### src/rtl/bus_sequencer.sv
// bus_sequencer: splits each bus cycle into NUM_CHANNELS slots of SLOT_CLKS
// clocks. Each slot gets a one-hot select, a request-qualified strobe and a
// one-clock done pulse. The CPU slot (channel 0) also carries an I/O qualifier.
// Optional feature macro: BUS_SEQUENCER_CPU_CLK_EN adds the cpu_clk (phi2) output.
module bus_sequencer #(
  parameter int NUM_CHANNELS = 2,
  parameter int SLOT_CLKS    = 8,
  parameter int STROBE_START = 2,
  parameter int STROBE_CLKS  = 4,
  localparam int SW = (NUM_CHANNELS > 1) ? $clog2(NUM_CHANNELS) : 1
) (
  input  logic                    clk16,
  input  logic                    reset,
  input  logic [NUM_CHANNELS-1:0] req,
  input  logic                    cpu_io_hit,
  output logic [NUM_CHANNELS-1:0] select,
  output logic [NUM_CHANNELS-1:0] strobe,
  output logic [NUM_CHANNELS-1:0] done,
  output logic                    io_select,
  output logic [SW-1:0]           slot,
`ifdef BUS_SEQUENCER_CPU_CLK_EN
  output logic                    cpu_clk,
`endif
  output logic                    cycle_start
);

  localparam int PW       = (SLOT_CLKS > 1) ? $clog2(SLOT_CLKS) : 1;
  localparam int STB_LAST = STROBE_START + STROBE_CLKS - 1;

  // Reject parameter sets that would let the strobe spill into the next slot.
  generate
    if (STROBE_CLKS < 1 || STROBE_START < 0 ||
        STROBE_START + STROBE_CLKS > SLOT_CLKS) begin : g_bad_strobe
      $fatal(1, "bus_sequencer: strobe window does not fit in the slot");
    end
    if (NUM_CHANNELS < 2 || NUM_CHANNELS > 8) begin : g_bad_chan
      $fatal(1, "bus_sequencer: NUM_CHANNELS must be 2..8");
    end
  endgenerate

  // ST_IDLE covers the clock between reset release and the first slot-0 entry,
  // so that the first edge lands on slot 0 phase 0 rather than phase 1.
  typedef enum logic {ST_IDLE, ST_RUN} state_t;

  state_t                  r_state;
  logic [PW-1:0]           r_phase;
  logic [SW-1:0]           r_slot;
  logic                    r_grant;
  logic                    r_iohit;

  logic [PW-1:0]           w_nphase;
  logic [SW-1:0]           w_nslot;
  logic                    w_entry;
  logic                    w_grant;
  logic                    w_iohit;
  logic                    w_in_strb;
  logic                    w_last_strb;
  logic [NUM_CHANNELS-1:0] w_sel;

  // Next counter state plus the qualifiers that describe it. Requests and the
  // I/O hit are captured on the edge that enters phase 0 so the strobe can
  // start as early as phase 0.
  always_comb begin
    w_nphase = '0;
    w_nslot  = '0;
    if (r_state == ST_RUN) begin
      if (r_phase == PW'(SLOT_CLKS - 1)) begin
        w_nphase = '0;
        w_nslot  = (r_slot == SW'(NUM_CHANNELS - 1)) ? '0 : r_slot + 1'b1;
      end else begin
        w_nphase = r_phase + 1'b1;
        w_nslot  = r_slot;
      end
    end
    w_entry     = (w_nphase == '0);
    w_grant     = w_entry ? req[w_nslot] : r_grant;
    w_iohit     = (w_entry && w_nslot == '0) ? cpu_io_hit : r_iohit;
    w_in_strb   = (int'(w_nphase) >= STROBE_START) && (int'(w_nphase) <= STB_LAST);
    w_last_strb = (int'(w_nphase) == STB_LAST);
    w_sel          = '0;
    w_sel[w_nslot] = 1'b1;
  end

  // Counters and all registered outputs, aligned to the counter state.
  always_ff @(posedge clk16 or posedge reset) begin
    if (reset) begin
      r_state     <= ST_IDLE;
      r_phase     <= '0;
      r_slot      <= '0;
      r_grant     <= 1'b0;
      r_iohit     <= 1'b0;
      select      <= '0;
      strobe      <= '0;
      done        <= '0;
      io_select   <= 1'b0;
      slot        <= '0;
      cycle_start <= 1'b0;
`ifdef BUS_SEQUENCER_CPU_CLK_EN
      cpu_clk     <= 1'b0;
`endif
    end else begin
      r_state     <= ST_RUN;
      r_phase     <= w_nphase;
      r_slot      <= w_nslot;
      r_grant     <= w_grant;
      r_iohit     <= w_iohit;
      select      <= w_sel;
      strobe      <= (w_grant && w_in_strb) ? w_sel : '0;
      done        <= (w_grant && w_last_strb) ? w_sel : '0;
      io_select   <= (w_nslot == '0) && w_iohit;
      slot        <= w_nslot;
      cycle_start <= w_entry && (w_nslot == '0);
`ifdef BUS_SEQUENCER_CPU_CLK_EN
      // phi2 follows the CPU slot's strobe window start to slot end, unqualified by req[0].
      cpu_clk     <= (w_nslot == '0) && (int'(w_nphase) >= STROBE_START);
`endif
    end
  end

endmodule

### config.mk
export PLATFORM = sky130hd
export DESIGN_NAME = bus_sequencer
export DESIGN_NICKNAME = d
export VERILOG_FILES = /design/src/rtl/bus_sequencer.sv
export SDC_FILE = /design/constraint.sdc
export NUM_CORES = 1
export LEC_CHECK = 0
export CAP_MARGIN = 20
export CELL_PAD_IN_SITES_DETAIL_PLACEMENT = 1
export CELL_PAD_IN_SITES_GLOBAL_PLACEMENT = 2
export CORE_MARGIN = 1.5
export CORE_UTILIZATION = 35
export CTS_BUF_LIST = sky130_fd_sc_hd__clkbuf_8
export DETAILED_ROUTE_END_ITERATION = 10
export GPL_TIMING_DRIVEN = 0
export PLACE_DENSITY_LB_ADDON = 0.1
export SYNTH_ARGS = -nofsm -noshare
export SYNTH_HDL_FRONTEND = slang
export SYNTH_SLANG_ARGS = --single-unit
### constraint.sdc
create_clock -name clk16 -period 3.4 [get_ports clk16]
set_input_delay 0.68 -clock clk16 [delete_from_list [all_inputs] [get_ports clk16]]
set_output_delay 0.68 -clock clk16 [all_outputs]
set_load 0.005 [all_outputs]
==> reports/results.ini, run 1 <==
[finish]
diodes = 0
areaGrowthSynthToFinish_pct = 34.6
drive_gt1_share_pct = 16.1
final_common_cell = dfrtp_1
layoutNonFillerInstCount = 78
final_cell_mix = dfrtp_1 (14), clkdlybuf4s50_1 (13)
nFillCells = 162
nets = 70

[timing]
max_clock_freq_mhz = 528
skew_ns = 0.00185
finalHoldViolCount = 0
slew_headroom_pct = 65.8
drv_slew = 0
rsz0062_at_grt = no
worst_slew_pin_slew_ns = 0.513
finalSetupTns_ns = 0
fin_crit_sh_pct = 55.7
setup_viol = 0
post-route-min-period_ns = 1.89

[synthesis]
synth-seq-cells = 14
netlist_instances = 45
synthTopCellsByArea = dfrtp_1 (59%), mux2i_1 (6.8%), and2_1 (4.2%)
synth_top_area_share_pct = 59.1
yosysUniqueCellTypes = 18
syn_nets = 52
avgSynthCellArea_um2 = 13.2
ys_seq_area_share_pct = 59.1
yosys_warnings = 0
synthesis.area_um2 = 593
yosys.area.top_type = dfrtp_1

[global_route]
grt_start_max_net_pins = 15
grt_pass1_wl_um = 1790
grt_antenna_before_repair = 0
grt_pass1_vias = 414
grt_usage_pct = 13.2
gr-total-overflow = 0

[route]
vias = 385
drc = 0
drtIter0Drc = 0
wl_um = 1040
routed_via_density = 4.94
detail-route-antenna-nets = 0
first_pass_iters = 1
wl_per_cell_um = 13.4

[setup_path]
worstReg2RegEnd = r_iohit
required_ns = 2.72
r2r_setup_slack_ns = 1.55
cp.depth = 2
reg2reg_from = r_phase[0]
crit_buf_inv = 2
reg2reg_depth = 6
cp.arrival_ns = 1.21
critPathLaunchType = register
crit_type = register to output pin
critical_path.top_delay_family = buffers and inverters
crit_path_max_incr_delay_ns = 0.48
crit_chain = buf_4 > clkdlybuf4s50_1
end_kind = output pin
cp_max_fo = 3
crit_path_top_delay_cell = clkdlybuf4s50_1

[clock_network]
htree_levels = 1
numCtsBuffers = 3
hold_buffers = 0
clk_pin_slew_worst_paths_ns = 0.06
cts_buffer_depth = 2
clock_latency_ns = 0.24
cts_root_buf = clkbuf_8
tritoncts = yes
post_cts.repair.setup_buffers = 0
numClockSinks = 14
cts_resized = 0

[placed_design]
place.gp.congestion = 0.660
dp_cells = 74
portBuffers = 13

[floorplanning]
core_area_um2 = 1540
die_w_um = 44.2
rows = 14
ios = 14
die_h_um = 44.2
initial_core_util_pct = 38.5
die-area_um2 = 1950

[hold_path]
whs_endpoint = r_iohit
hold_depth = 1
hp-start = r_iohit
hold_path_class = register to register

[job]
maxCapViolCount = 0

[power]
p_leak_uw = 0.000384
power.density_nw_per_um2 = 495
ir_worst_vdd_v = 0.000257

[outcome]
status = complete, no violations

[where the power goes]
group	total, µW	switching, µW	internal [µW]
clock	157	54.3	102
sequential	183	5.54	178
combinational	54.9	24.9	30.0
total	395	84.7	310
[registers in the layout, summed over array words and instances, names as in the netlist]
| register | count |
|---|---|
| cycle_start | 1 |
| done | 2 |
| io_select | 1 |
| r_grant | 1 |
| r_iohit | 1 |
| r_phase | 3 |
| r_slot | 1 |
| r_state | 1 |
| select | 1 |
| strobe | 2 |
[cell usage after synthesis, drive strengths merged]
library cell   n
nor3           4
o31a           1
buf            3
ha             2
dfrtp         14
o21ai          1
inv            2
nor2           3
mux2           1
and2           4
mux2i          4
conb           1
xor2           2
nand2          2
nand3b         1
[metrics by stage]
step | hold slack, ns | instance area, µm² | setup slack, ns | util, % | total power, µW
2_1_floorplan | 0.476 | 593 | 1.64 | - | 220
3_3_place_gp | 0.491 | 743 | 1.61 | 48.2 | 238
3_5_place_dp | 0.509 | 743 | 1.56 | 48.2 | 242
4_1_cts | 0.531 | 798 | 1.50 | 51.8 | 400
5_1_grt | 0.554 | 798 | 1.45 | 51.8 | 415
6_report | 0.528 | 798 | 1.51 | 51.8 | 395
[how the worst max path moves through the flow]
stage / to / slack (ns) / startpoint
CTS: select[1] / 1.50 / r_slot
floorplan: r_iohit / 1.64 / r_phase[0]
global placement: r_iohit / 1.61 / r_phase[0]
finish: select[1] / 1.51 / r_slot
global route: select[1] / 1.45 / r_slot
detailed placement: r_iohit / 1.56 / r_phase[0]
[logic make-up after synthesis]
kind of cell / after synthesis / synth area share [%]
flops: 14 / 59.1
simple gates: 14 / 14.8
mux: 5 / 9.28
buf+inv: 5 / 6.75
fa+ha+maj: 2 / 4.22
compound gates: 2 / 2.32
xor+xnor: 2 / 2.95
other cells: 1 / 0.632
[cell type report]
| cell class | instances | area, µm² | share of cell area [%] |
|---|---|---|---|
| Sequential cell | 14 | 350 | 43.9 |
| Multi-Input combinational cell | 26 | 203 | 25.4 |
| Timing Repair Buffer | 13 | 130 | 16.3 |
| Clock buffer | 4 | 55.1 | 6.90 |
| Buffer | 3 | 30.0 | 3.76 |
| Tap cell | 16 | 20.0 | 2.51 |
| Inverter | 2 | 10.0 | 1.25 |
[routing by layer]
layer  vias up  global-route usage, %  part of all wire [%]
met5         -                      0                     0
met4         0                   7.27                   1.5
met3         3                   3.67                   5.0
met2        13                   23.5                    55
met1       191                   14.0                    38
li1        178                      -                     -
Note: power is estimated with default switching activity, not from simulation.
==> run 2: changes to the inputs <==
--- a/config.mk
+++ b/config.mk
@@ -9,7 +9,7 @@
 export CELL_PAD_IN_SITES_DETAIL_PLACEMENT = 1
 export CELL_PAD_IN_SITES_GLOBAL_PLACEMENT = 2
 export CORE_MARGIN = 1.5
-export CORE_UTILIZATION = 35
+export CORE_UTILIZATION = 33
 export CTS_BUF_LIST = sky130_fd_sc_hd__clkbuf_8
 export DETAILED_ROUTE_END_ITERATION = 10
 export GPL_TIMING_DRIVEN = 0
==> constraint.sdc (replaced) <==
create_clock -name clk16 -period 1.89 [get_ports clk16]
set_input_delay 0.378 -clock clk16 [delete_from_list [all_inputs] [get_ports clk16]]
set_output_delay 0.378 -clock clk16 [all_outputs]
set_load 0.005 [all_outputs]
==> run 2 against run 1 <==
Net effect: largest cell class unchanged; first-iteration DRC count grew 3; clock power rose by 83%; routed wire length is 11% higher; combinational power grew 89%; setup slack lost 1.4 ns.
==> reports/results.ini, run 2 (synthesized netlist as in run 1, its figures left out) <==
[route]
routed_via_density = 4.41
drc = 0
detail-route-antenna-nets = 0
first_pass_iters = 3
wl_per_cell_um = 13.3
drtIter0Drc = 3
wl_um = 1150
vias = 384

[floorplanning]
die_h_um = 45.4
initial_core_util_pct = 34.7
die_w_um = 45.4
rows = 15
ios = 14
core_area_um2 = 1710
die-area_um2 = 2060

[clock_network]
hold_buffers = 0
cts_resized = 0
post_cts.repair.setup_buffers = 0
cts_buffer_depth = 2
tritoncts = yes
numCtsBuffers = 3
htree_levels = 1
clk_pin_slew_worst_paths_ns = 0.06
cts_root_buf = clkbuf_8
clock_latency_ns = 0.24
numClockSinks = 14

[timing]
slew_headroom_pct = 64.1
rsz0062_at_grt = no
finalHoldViolCount = 0
skew_ns = 0.00131
hold_slack_ns = 0.485
drv_slew = 0
max_clock_freq_mhz = 556
finalSetupTns_ns = 0
worst_slew_pin_slew_ns = 0.538
setup_viol = 0
fin_crit_sh_pct = 95.1
post-route-min-period_ns = 1.80

[setup_path]
crit_path_top_delay_cell = dfrtp_1
crit_buf_inv = 1
worstReg2RegEnd = r_iohit
required_ns = 2.01
crit_type = register to register
crit_chain = ha_1 > ha_4 > o31a_1 > buf_6 > nor2_8 > mux2_4
critical_path.top_delay_family = adder cells
r2r_setup_slack_ns = 0.09
cp_max_fo = 6
end_kind = register
reg2reg_from = r_phase[0]
critPathLaunchType = register
crit_path_max_incr_delay_ns = 0.40
reg2reg_depth = 6
cp.arrival_ns = 1.92

[placed_design]
portBuffers = 13
dpl_cell_area_um2 = 754
hpwl_um = 829
place.gp.congestion = 0.700

[global_route]
grt_usage_pct = 13.8
grt_antenna_before_repair = 0
grt_start_max_net_pins = 15
grt_pass1_vias = 421
gr-total-overflow = 0
grt_pass1_wl_um = 1950

[hold_path]
hold_path_class = input port to async pin

[power]
power.density_nw_per_um2 = 876
p_leak_uw = 0.000382
ir_worst_vdd_v = 0.000410

[job]
maxCapViolCount = 0

[finish]
regMostFlops = r_phase
drive_gt1_share_pct = 19.4
reg_top3 = r_phase x3, done x2, strobe x2
final_cell_mix = dfrtp_1 (14), clkdlybuf4s50_1 (13)
nets = 70
postLayoutCoreUtil_pct = 48.3
areaGrowthSynthToFinish_pct = 39.0
final_common_cell = dfrtp_1
diodes = 0
largest_register_ffs = 3
stdcell_area_um2 = 825

[outcome]
status = complete, no violations

-- run 2: cell counts in the layout (fill, tap and decap cells not counted) --
Identical to the previous run, type by type.
-- run 2: how the worst max path moves through the flow --
stage	start	slack (ns)	endpoint	depth (start not counted)
2_1_floorplan	r_phase[0]	0.13	r_iohit	6
3_3_place_gp	r_phase[0]	0.09	r_iohit	6
3_5_place_dp	r_phase[0]	0.05	r_iohit	6
4_1_cts	r_phase[0]	0.02	r_iohit	6
5_1_grt	r_phase[0]	0.008	done[0]	7
6_report	r_phase[0]	0.09	r_iohit	6
-- run 2: metrics by stage --
stage	cells	setup slack, ns	power, µW
5_1_grt	87	0.00829	757
3_3_place_gp	83	0.0856	429
6_report	87	0.0924	722
4_1_cts	87	0.0180	724
3_5_place_dp	83	0.0535	437
2_1_floorplan	45	0.130	395
-- run 2: final cells by class --
cell class	instances	area (µm²)
flip-flops and latches	14	350
well taps	25	31.3
repair buffers	13	130
inverters	2	10.0
fillers	188	883
plain buffers	3	30.0
multi-input cells	26	218
clock buffers	4	55.1
-- run 2: where the power goes --
group,switching [µW],internal (µW),total (µW)
sequential,11.5,320,332
clock,103,184,287
combinational,47.0,56.7,104
-- run 2: layer usage --
layer / vias to the layer above / share of wire (%) / GRT usage, %
met5: - / 0 / 0
met4: 0 / 0.52 / 5.29
met3: 2 / 4.2 / 3.57
met2: 12 / 52 / 23.7
met1: 191 / 43 / 16.4
li1: 179 / - / -
